===== src/rtl/mmio_responder.sv =====
// mmio_responder: memory-mapped I/O responder for the core's load/store path.
// It decodes the I/O region and returns registered load data. It also owns
// the UART TX/RX byte buffers and the cycle and instruction counters.
module mmio_responder #(
  parameter logic [31:0] BASE_ADDR = 32'h8000_0000,
  parameter int          CNT_WIDTH = 32
) (
  input  logic        clk,
  input  logic        rst,
  input  logic [31:0] addr,
  input  logic [31:0] wdata,
  input  logic        wen,
  input  logic        ren,
  input  logic        inst_retired,
  output logic [31:0] rdata,
  output logic [7:0]  uart_tx_data,
  output logic        uart_tx_valid,
  input  logic        uart_tx_ready,
  input  logic [7:0]  uart_rx_data,
  input  logic        uart_rx_valid,
  output logic        uart_rx_ready
);

  // Register offsets inside the I/O region (low address byte only)
  localparam logic [7:0] OFF_STATUS = 8'h00;
  localparam logic [7:0] OFF_RX     = 8'h04;
  localparam logic [7:0] OFF_TX     = 8'h08;
  localparam logic [7:0] OFF_CYCLE  = 8'h10;
  localparam logic [7:0] OFF_INSTR  = 8'h14;
  localparam logic [7:0] OFF_CLEAR  = 8'h18;

  typedef enum logic {
    TX_IDLE,
    TX_PEND
  } tx_state_t;

  tx_state_t            tx_state;
  tx_state_t            tx_state_next;
  logic                 tx_load;
  logic [7:0]           tx_byte;

  logic                 rx_full;
  logic [7:0]           rx_byte;
  logic                 rx_accept;
  logic                 rx_clear;

  logic [CNT_WIDTH-1:0] cycle_cnt;
  logic [CNT_WIDTH-1:0] instr_cnt;
  logic [31:0]          cycle_rd;
  logic [31:0]          instr_rd;

  logic                 is_io;
  logic [7:0]           offset;
  logic                 io_wr;
  logic                 io_rd;
  logic                 wr_tx;
  logic                 wr_clear;
  logic                 rd_rx;
  logic [31:0]          status;
  logic [31:0]          read_value;

  // Address bits between the region nibble and the offset byte, and the upper
  // store-data bits, carry no meaning for this block.
  logic                 unused_bits;
  assign unused_bits = ^{addr[27:8], wdata[31:8]};

  // Region decode: only the top nibble selects the I/O space
  assign is_io    = (addr[31:28] == BASE_ADDR[31:28]);
  assign offset   = addr[7:0];
  assign io_wr    = wen & is_io;
  assign io_rd    = ren & is_io;
  assign wr_tx    = io_wr & (offset == OFF_TX);
  assign wr_clear = io_wr & (offset == OFF_CLEAR);
  assign rd_rx    = io_rd & (offset == OFF_RX);

  // Status is built from the current (pre-edge) buffer state
  assign status = {30'b0, rx_full, ~uart_tx_valid};

  // Counters are presented as 32-bit read data regardless of their width
  generate
    if (CNT_WIDTH >= 32) begin : g_cnt_trunc
      assign cycle_rd = cycle_cnt[31:0];
      assign instr_rd = instr_cnt[31:0];
    end else begin : g_cnt_ext
      assign cycle_rd = {{(32 - CNT_WIDTH){1'b0}}, cycle_cnt};
      assign instr_rd = {{(32 - CNT_WIDTH){1'b0}}, instr_cnt};
    end
  endgenerate

  // Read-data mux: selects the register addressed this cycle, zero otherwise
  always_comb begin
    read_value = 32'h0;
    if (is_io) begin
      case (offset)
        OFF_STATUS: read_value = status;
        OFF_RX:     read_value = {24'h0, rx_byte};
        OFF_CYCLE:  read_value = cycle_rd;
        OFF_INSTR:  read_value = instr_rd;
        default:    read_value = 32'h0;
      endcase
    end
  end

  // Load data register: captures on every load strobe and holds otherwise
  always_ff @(posedge clk) begin
    if (rst) begin
      rdata <= 32'h0;
    end else if (ren) begin
      rdata <= read_value;
    end
  end

  // TX state register
  always_ff @(posedge clk) begin
    if (rst) begin
      tx_state <= TX_IDLE;
    end else begin
      tx_state <= tx_state_next;
    end
  end

  // TX next state: accept a byte only when idle, release it on handshake
  always_comb begin
    tx_state_next = tx_state;
    tx_load       = 1'b0;
    case (tx_state)
      TX_IDLE: begin
        if (wr_tx) begin
          tx_state_next = TX_PEND;
          tx_load       = 1'b1;
        end
      end
      TX_PEND: begin
        if (uart_tx_ready) begin
          tx_state_next = TX_IDLE;
        end
      end
      default: tx_state_next = TX_IDLE;
    endcase
  end

  // TX byte register: only loaded when idle, so it is stable while valid
  always_ff @(posedge clk) begin
    if (rst) begin
      tx_byte <= 8'h00;
    end else if (tx_load) begin
      tx_byte <= wdata[7:0];
    end
  end

  assign uart_tx_valid = (tx_state == TX_PEND);
  assign uart_tx_data  = tx_byte;

  // RX buffer control: ready is low while full, so capture and clear never meet
  assign uart_rx_ready = ~rx_full;
  assign rx_accept     = uart_rx_valid & ~rx_full;
  assign rx_clear      = rd_rx & rx_full;

  // RX single-byte buffer with its full flag
  always_ff @(posedge clk) begin
    if (rst) begin
      rx_full <= 1'b0;
      rx_byte <= 8'h00;
    end else if (rx_accept) begin
      rx_full <= 1'b1;
      rx_byte <= uart_rx_data;
    end else if (rx_clear) begin
      rx_full <= 1'b0;
    end
  end

  // Cycle counter: free-running, clear write wins over the increment
  always_ff @(posedge clk) begin
    if (rst) begin
      cycle_cnt <= '0;
    end else if (wr_clear) begin
      cycle_cnt <= '0;
    end else begin
      cycle_cnt <= cycle_cnt + CNT_WIDTH'(1);
    end
  end

  // Instruction counter: counts retirements, clear write wins over the increment
  always_ff @(posedge clk) begin
    if (rst) begin
      instr_cnt <= '0;
    end else if (wr_clear) begin
      instr_cnt <= '0;
    end else if (inst_retired) begin
      instr_cnt <= instr_cnt + CNT_WIDTH'(1);
    end
  end

endmodule


===== config.mk =====
export PLATFORM = sky130hd
export DESIGN_NAME = mmio_responder
export DESIGN_NICKNAME = d
export VERILOG_FILES = /design/src/rtl/mmio_responder.sv
export SDC_FILE = /design/constraint.sdc
export NUM_CORES = 1
export LEC_CHECK = 0
export CAP_MARGIN = 20
export CORE_MARGIN = 2
export CORE_UTILIZATION = 40
export CTS_BUF_LIST = sky130_fd_sc_hd__clkbuf_4
export CTS_CLUSTER_DIAMETER = 60
export DETAILED_ROUTE_END_ITERATION = 10
export PLACE_DENSITY = 0.66
export SYNTH_ARGS = -nofsm -noshare
export SYNTH_HDL_FRONTEND = slang
export SYNTH_SLANG_ARGS = --single-unit

===== constraint.sdc =====
create_clock -name clk -period 2.5 [get_ports clk]
set_clock_uncertainty 0.15 [all_clocks]
set_input_delay 0.375 -clock clk [delete_from_list [all_inputs] [get_ports clk]]
set_output_delay 0.375 -clock clk [all_outputs]
set_load 0.05 [all_outputs]

==> flow_summary.toml, run 1 <==
[power_and_ir_drop]
powerDensity_nw_per_um2 = 492
leakagePower_nw = 2.06
irDropWorstVdd_mv = 0.289

[floorplan]
ios = 121
die_h_um = 116
die_w_um = 116
initial_core_util_pct = 40.6
die_area_um2 = 13600
core_um2 = 12500
fp-row-count = 41

[cells_and_area]
num-nets-final = 745
post-route-util_pct = 50.6
fill_cells = 1204
areaGrowthSynthToFinish_pct = 24.8
drive_gt1_share_pct = 10.2
postLayoutCellArea_um2 = 6310
n_antenna_cell = 0

[setup_path]
startpoint_type = "flop"
critPathKind = "reg -> out"
crit_required_ns = 1.98
critPathMaxFanout = 5
endpoint_kind = "output port"
arrival_ns = 1.76
reg2reg_slack_ns = 0.26

[timing]
rsz0062_at_grt = "no"
setup_viol = 0
fin_crit_ns = 2.28
drv_slew = 0
slew_headroom_pct = 62.7
fmax_mhz = 439
finalCritPeriodShare_pct = 91.2
setup_ws_ns = 0.220
worst_slew_pin_slew_ns = 0.557
tns_ns = 0
hold_violations = 0

[detailed_routing]
firstDrtPassIters = 5
via_per_inst = 5.44
first_iter_violations = 226
routedWlPerCell_um = 14.7
wl_um = 12400
ant_nets = 0
dr_total_vias = 4616
route.detailed.drc = 0

[placement]
portBuffers = 76
dp_hpwl_um = 8770
post-place-ws_ns = 0.0456
dpl_cell_area_um2 = 6100
gp_congestion = 0.808

[status]
status = "finished clean"

[global_routing]
track_usage_pct = 19.4
grt_overflow = 0
grt_pass1_vias = 4353
grt_max_degree = 35
grt_pass1_wl_um = 20700
antenna_found_initial = 0

[clock_network]
clockBufferDepth = 2
cts.sinks = 114
clk_pin_slew_ns = 0.09
numCtsBuffers = 17
clock-root-buffer = "clkbuf_4"
cts_tree = "built"
cts.hold.buffers_added = 0
worstSkewPairLatency_ns = 0.52
htree_levels = 4

[synthesis]
synth.distinct_cells = 40
yosysTopAreaCell = "dfxtp_1"
ys_async_sr_fraction_pct = 0
syn_avg_cell_area_um2 = 8.72
synthTopCellsByArea = "dfxtp_1 (45%), mux2i_1 (6.9%), o21ai_0 (5.1%), a21oi_1 (4.7%), nand2_1 (3.9%)"
ys_seq_area_share_pct = 45.1
syn_inst = 580
ys_seq_elements = 114
ys.flop_type = "dfxtp_1"
netlist_area_um2 = 5050
syn_nets = 661
synth-edff-count = 0
netlist.area_leader.share_pct = 45.1
synth_warnings = 0

[run]
max_cap_viol_count = 0

[min_path]
hp-class = "in -> reg"
[placed cells by master (no fill, tap or decap), types with 3 or more instances in the layout]
| cell | synthesis | layout |
|---|---|---|
| a21oi_1 | 47 | 47 |
| a22oi_1 | 6 | 6 |
| and4_1 | 7 | 7 |
| buf_4 | 0 | 23 |
| clkbuf_4 | 0 | 21 |
| clkdlybuf4s50_1 | 0 | 75 |
| clkinv_1 | 0 | 4 |
| clkinv_2 | 0 | 6 |
| dfxtp_1 | 114 | 114 |
| inv_1 | 16 | 16 |
| mux2_2 | 7 | 7 |
| mux2i_1 | 35 | 35 |
| nand2_1 | 53 | 53 |
| nand3_1 | 27 | 27 |
| nand4_1 | 14 | 14 |
| nor2_1 | 45 | 44 |
| nor2b_1 | 3 | 3 |
| nor3_1 | 4 | 4 |
| nor4_1 | 5 | 5 |
| o21ai_0 | 52 | 52 |
| o31ai_1 | 24 | 24 |
| or3_1 | 16 | 15 |
| or4_1 | 26 | 26 |
| xnor2_1 | 20 | 20 |
| xor2_1 | 3 | 3 |
[final timing paths]
kind,to,cells after the start,startpoint
max,uart_rx_ready,2,rx_full$_SDFFE_PP0P_
min,uart_tx_data[3]$_SDFFE_PP0P_,3,wdata[3]
max reg2reg,cycle_cnt[31]$_SDFF_PP0_,5,cycle_cnt[12]$_SDFF_PP0_
min reg2reg,rdata[22]$_SDFFE_PP0P_,2,rdata[22]$_SDFFE_PP0P_
[state kept, by name (all words and copies together) (netlist names)]
signal	flops
instr_cnt	32
rx_full	1
uart_tx_data	8
uart_tx_valid	1
rx_byte	8
cycle_cnt	32
rdata	32
[worst max-delay path: stages (launching register included)]
cell and delay, ns:
dfxtp_1 0.37, inv_1 0.07, clkdlybuf4s50_1 0.79
[Yosys cell counts, drive strengths merged, types with 5 or more instances]
cell type and count:
mux2 7, nor4 5, nand4 15, mux2i 35, or4 27, nor2 45
or3 16, nand2 53, a22oi 6, nand3 27, clkbuf 29, o31ai 24
o21ai 53, xnor2 20, buf 7, and4 8, a21oi 47, dfxtp 114
inv 16
[metrics by stage]
step	power (mW)	hold slack (ns)	std cells
floorplan	1.99	0.288	580
global placement	2.08	0.289	817
detailed placement	2.09	0.296	817
CTS	3.15	0.224	848
global route	3.24	0.244	848
finish	3.11	0.272	848
[routing by layer]
metal	routed length [um]	track usage (%)
met5	0	0
met4	176	6.59
met2	6020	31.7
met3	544	5.45
met1	5700	24.6
[what timing repair did]
| action | CTS | global route |
|---|---|---|
| setup endpoints to repair | 0 | 1 |
| gates resized for setup | 0 | 1 |
| buffers inserted | 0 | 0 |
[where the power goes]
| part | internal (mW) | total [mW] | switching [mW] |
|---|---|---|---|
| logic | 0.104 | 0.202 | 0.0975 |
| registers | 1.83 | 1.85 | 0.0150 |
| clock network | 0.407 | 1.06 | 0.650 |
| total | 2.34 | 3.11 | 0.763 |
[logic make-up (layout without fill, tap and decap cells)]
kind of cell             count (synthesis)  after routing  share of synthesized area, %
XOR/XNOR                                23             23                          3.99
AO/OA/AOI/OAI                          136            136                          15.4
adder cells (fa/ha/maj)                  2              2                         0.495
AND/OR/NAND/NOR                        210            210                          21.9
multiplexers                            43             43                          8.94
buffers and inverters                   52            148                          4.21
flip-flops                             114            114                          45.1
[cell type report]
cell class | count | area [um2] | area share [%]
multi-input cells | 414 | 2580 | 40.9
flip-flops and latches | 114 | 2280 | 36.2
repair buffers | 101 | 968 | 15.4
well taps | 172 | 215 | 3.41
clock buffers | 21 | 158 | 2.50
inverters | 16 | 60.1 | 0.952
clock inverters | 10 | 45.0 | 0.714
Note: power is estimated with default switching activity, not from simulation.
==> run 2: changes to the inputs <==
- SETUP_SLACK_MARGIN: unset -> 0.15
==> run 2 against run 1 <==
  * Sequential power is essentially flat
  * Non-clock buffer count is the same
  * Combinational power is essentially flat
  * Register-to-register slack gained 0.03 ns
  * Global-route usage is the same
  * Routed wire length grew 0.26%
  * Die area is the same
  * First-iteration DRC count grew 5.3%
==> flow_summary.toml, run 2 (same netlist as run 1, synthesis figures left out) <==
[setup_path]
max_stage_delay_ns = 0.82
rr_endpoint = "cycle_cnt[31]$_SDFF_PP0_"
reg2reg_slack_ns = 0.29
crit_required_ns = 1.98
critPathKind = "reg -> out"
endpoint_kind = "output port"
r2r-start = "cycle_cnt[5]$_SDFF_PP0_"
arrival_ns = 1.74
crit_slowest_cell = "clkdlybuf4s50_1"
critPathMaxFanout = 2
r2r_cells = 5
critical_path_buf_inv_count = 1
critPathTopFamily = "buffers and inverters"
cp_cell_sequence = "clkdlybuf4s50_1"
startpoint_type = "flop"

[timing]
slew_headroom_pct = 62.7
drv_slew = 0
tns_ns = 0
fin_crit_ns = 2.27
rsz0062_at_grt = "no"
finalCritPeriodShare_pct = 90.7
setup_viol = 0
timing.hold.ws_ns = 0.261
worst_slew_pin_slew_ns = 0.557
fmax_mhz = 441
hold_violations = 0

[global_routing]
grt_overflow = 0
antenna_found_initial = 0
grt_max_degree = 35
use_met2_pct = 31.7
grt_pass1_vias = 4353
busiest_layer = "met2"
grt_pass1_wl_um = 20700
grtUsageMet1_pct = 24.6
use_met3_pct = 5.45
track_usage_pct = 19.4

[clock_network]
cts.hold.buffers_added = 0
worstSkewPairLatency_ns = 0.54
clock-root-buffer = "clkbuf_4"
clockBufferDepth = 2
htree_levels = 4
cts.sinks = 114
cts_tree = "built"
numCtsBuffers = 17
clk_pin_slew_ns = 0.10

[floorplan]
initial_core_util_pct = 40.6
die_area_um2 = 13600
core_um2 = 12500
ios = 121
fp-row-count = 41
die_w_um = 116
die_h_um = 116

[cells_and_area]
num-nets-final = 745
fill_cells = 1204
stdcell_count = 848
areaGrowthSynthToFinish_pct = 25.0
top_regs = "cycle_cnt: 32 flops, instr_cnt: 32 flops, rdata: 32 flops"
final_common_cell = "dfxtp_1"
drive_gt1_share_pct = 10.8
n_antenna_cell = 0
layout_common_cells = "dfxtp_1 (111), clkdlybuf4s50_1 (74), nand2_1 (53)"

[detailed_routing]
wl_um = 12500
dr_total_vias = 4608
via_per_inst = 5.43
firstDrtPassIters = 5
route.detailed.drc = 0
ant_nets = 0
routedWlPerCell_um = 14.7
first_iter_violations = 238

[power_and_ir_drop]
leakagePower_nw = 2.07
p_int_mw = 2.34
p_total_mw = 3.11
irDropWorstVdd_mv = 0.286
switchingPower_mw = 0.767
switching_share_pct = 24.7
power_frac_comb_pct = 6.5
pwr-share-clk_pct = 34.1
powerDensity_nw_per_um2 = 492
p_seq_share_pct = 59.4

[placement]
dp_hpwl_um = 8770
dp.cells = 817
portBuffers = 76
gp_congestion = 0.808

[min_path]
hold_end = "uart_tx_data[3]$_SDFFE_PP0P_"
hp-class = "in -> reg"
min_from = "wdata[3]"
min_path_cells = 3

[run]
max_cap_viol_count = 0

[status]
status = "finished clean"
[run 2: worst max path at each step]
stage | start | to | slack [ns] | cells past startpoint
2_1_floorplan | cycle_cnt[0]$_SDFF_PP0_ | cycle_cnt[16]$_SDFF_PP0_ | 0.42 | 7
3_3_place_gp | inst_retired | instr_cnt[22]$_SDFFE_PP0P_ | 0.08 | 6
3_5_place_dp | inst_retired | instr_cnt[14]$_SDFFE_PP0P_ | 0.05 | 7
4_1_cts | cycle_cnt[0]$_SDFF_PP0_ | cycle_cnt[30]$_SDFF_PP0_ | 0.15 | 5
5_1_grt | rdata[8]$_SDFFE_PP0P_ | rdata[8] | 0.15 | 1
6_report | rdata[8]$_SDFFE_PP0P_ | rdata[8] | 0.23 | 1
[run 2: per-layer routing]
| metal | routed length, um | up-vias |
|---|---|---|
| met3 | 600 | 18 |
| met2 | 5970 | 104 |
| met1 | 5690 | 2202 |
| met5 | 0 | - |
| li1 | - | 2284 |
| met4 | 212 | 0 |
[run 2: what timing repair did]
| action | in CTS | in global routing |
|---|---|---|
| buffers inserted | 0 | 0 |
| endpoints found under the setup margin | 0 | 9 |
| resized for setup | 0 | 6 |
[run 2: area by class of cell]
type                       count  area [um2]  share of cell area [%]
clock inverter                10        45.0                   0.713
clock buffer                  21         158                    2.49
tap                          172         215                    3.41
inverter                      16        60.1                   0.950
sequential                   114        2290                    36.2
timing repair buffer         101         971                    15.4
multi-input combinational    414        2580                    40.9
[run 2: stage by stage]
step	setup WS [ns]	cell area, um2	util [%]
after global routing	0.150	6320	50.7
after detailed placement	0.0456	6100	48.9
final	0.232	6320	50.7
after global placement	0.0818	6100	48.9
after CTS	0.155	6300	50.6
after floorplan	0.416	5050	-
[run 2: power groups by stage]
stage	Combinational, mW	Sequential, mW	Clock (mW)
2_1_floorplan	0.104	1.88	0
3_3_place_gp	0.197	1.89	0
3_5_place_dp	0.202	1.89	0
4_1_cts	0.203	1.85	1.10
5_1_grt	0.219	1.85	1.17
6_report	0.202	1.85	1.06
[run 2: worst min-delay path, stage by stage]
cell and delay, ns:
clkdlybuf4s50_1 0.40, nand3_1 0.06, a21oi_1 0.06
==> run 3: changes to the inputs <==
- CORE_UTILIZATION: 40 -> 51
- PLACE_DENSITY: 0.66 -> 0.81
- SLEW_MARGIN: unset -> 20
==> run 3 against run 2 <==
  * Clock-buffer cell count stayed put
  * Combinational power barely moved
  * Global-route usage rose by 4.9 points
  * Register-to-register slack about the same
  * Non-clock buffer count fell by 4
  * Sequential cell count did not move
  * Via count is 0.13% higher
  * Worst hold slack worse by 0.020 ns
  * Largest cell class unchanged
==> flow_summary.toml, run 3 (same netlist as run 1, synthesis figures left out) <==
[timing]
setup_viol = 0
worst_slew_pin_slew_ns = 0.980
fin_crit_ns = 2.28
hold_violations = 0
drv_slew = 0
finalCritPeriodShare_pct = 91.1
slew_headroom_pct = 34.6
rsz0062_at_grt = "no"
tns_ns = 0
fmax_mhz = 439

[clock_network]
worstSkewPairLatency_ns = 0.54
htree_levels = 4
clockBufferDepth = 2
clk_pin_slew_ns = 0.11
clock-root-buffer = "clkbuf_4"
numCtsBuffers = 17
cts.sinks = 114
cts_tree = "built"

[setup_path]
crit_required_ns = 1.98
arrival_ns = 1.75
critPathMaxFanout = 5
critical_path_buf_inv_count = 2
startpoint_type = "flop"
cp_cell_sequence = "inv_1, clkdlybuf4s50_1"
critPathKind = "reg -> out"
crit_slowest_cell = "clkdlybuf4s50_1"
endpoint_kind = "output port"
max_stage_delay_ns = 0.80
critPathTopFamily = "buffers and inverters"

[detailed_routing]
wl_um = 12800
firstDrtPassIters = 5
via_per_inst = 5.72
dr_total_vias = 4614
route.detailed.drc = 0
ant_nets = 0
routedWlPerCell_um = 15.8
first_iter_violations = 208

[run]
max_cap_viol_count = 0

[placement]
gp_congestion = 0.846
portBuffers = 76
dp_hpwl_um = 8880

[cells_and_area]
n_antenna_cell = 0
drive_gt1_share_pct = 10.8
areaGrowthSynthToFinish_pct = 25.4
num-nets-final = 741
post-route-util_pct = 65.5
top_regs = "cycle_cnt: 32 flops, instr_cnt: 32 flops, rdata: 32 flops"
layout_common_cells = "dfxtp_1 (113), clkdlybuf4s50_1 (75), nand2_1 (53)"
final_common_cell = "dfxtp_1"

[global_routing]
grt_max_degree = 35
grt_overflow = 0
track_usage_pct = 24.2
antenna_found_initial = 0
grt_pass1_wl_um = 21200
grt_pass1_vias = 4411

[floorplan]
die_w_um = 104
initial_core_util_pct = 52.2
die_h_um = 104
ios = 121
die_area_um2 = 10700
fp-row-count = 36
core_um2 = 9680

[power_and_ir_drop]
p_int_mw = 2.66
switching_share_pct = 23.4
pwr-share-clk_pct = 41.1
switchingPower_mw = 0.814
irDropWorstVdd_mv = 0.464
leakagePower_nw = 2.08
p_seq_share_pct = 53.1
powerDensity_nw_per_um2 = 548
power_frac_comb_pct = 5.7

[min_path]
hp-class = "in -> reg"

[status]
status = "finished clean"
-- run 3: cell count changes in the layout (fill, tap and decap cells not counted), moves of 2 or more --
cell / previous run / this run
dfxtp_1: 111 / 113
clkinv_1: 4 / 0
bufinv_16: 0 / 3
dfxtp_2: 3 / 1
buf_4: 23 / 18
clkinvlp_4: 0 / 3
-- run 3: what timing repair did --
action | in CTS | in global routing
gates resized for setup | 1 | 4
setup endpoints to repair | 2 | 11
endpoints found under the hold margin | 1 | 0
pin swaps | 0 | 1
hold buffers | 1 | 0
setup buffers | 0 | 0
-- run 3: worst register-to-register path, stage by stage, from the launching register on --
cell and delay (ns):
dfxtp_1 0.47, nand4_1 0.20, or4_4 0.63, or4_1 0.55, a21oi_1 0.14
-- run 3: power by group through the flow --
stage	Combinational (mW)	Clock [mW]	Sequential, mW
floorplan	0.104	0	1.88
global placement	0.191	0	1.89
detailed placement	0.197	0	1.89
CTS	0.199	1.45	1.85
global route	0.215	1.53	1.85
finish	0.199	1.43	1.85
-- run 3: final cells by class --
cell class / instances / area (um2)
repair buffers: 97 / 941
clock inverters: 11 / 138
inverters: 16 / 60.1
fillers: 788 / 3350
flip-flops and latches: 114 / 2280
multi-input cells: 414 / 2590
clock buffers: 21 / 158
well taps: 133 / 166
-- run 3: path summary, 6_finish.rpt --
| kind | startpoint | to | slack (ns) | cells past startpoint |
|---|---|---|---|---|
| setup / recovery | rx_full$_SDFFE_PP0P_ | uart_rx_ready | 0.22 | 2 |
| hold / removal | wdata[3] | uart_tx_data[3]$_SDFFE_PP0P_ | 0.24 | 3 |
| setup reg to reg | cycle_cnt[18]$_SDFF_PP0_ | cycle_cnt[25]$_SDFF_PP0_ | 0.30 | 4 |
| hold reg to reg | rdata[19]$_SDFFE_PP0P_ | rdata[19]$_SDFFE_PP0P_ | 0.32 | 2 |
-- run 3: metal layers --
| metal | GRT usage, % | vias to the layer above | routed length [um] |
|---|---|---|---|
| met5 | 0 | - | 0 |
| met4 | 8.69 | 0 | 204 |
| met3 | 5.85 | 19 | 543 |
| met2 | 42.1 | 109 | 6530 |
| met1 | 29.1 | 2217 | 5490 |
| li1 | - | 2269 | - |
-- run 3: per-stage QoR --
step	power [mW]	area (um2)	instances	worst slack, ns	hold slack [ns]
6_report	3.48	6340	806	0.221	0.242
5_1_grt	3.59	6340	806	0.156	0.240
4_1_cts	3.49	6320	806	0.170	0.216
3_5_place_dp	2.09	6010	773	-0.116	0.296
3_3_place_gp	2.08	6010	773	-0.0262	0.293
2_1_floorplan	1.99	5050	580	0.416	0.288
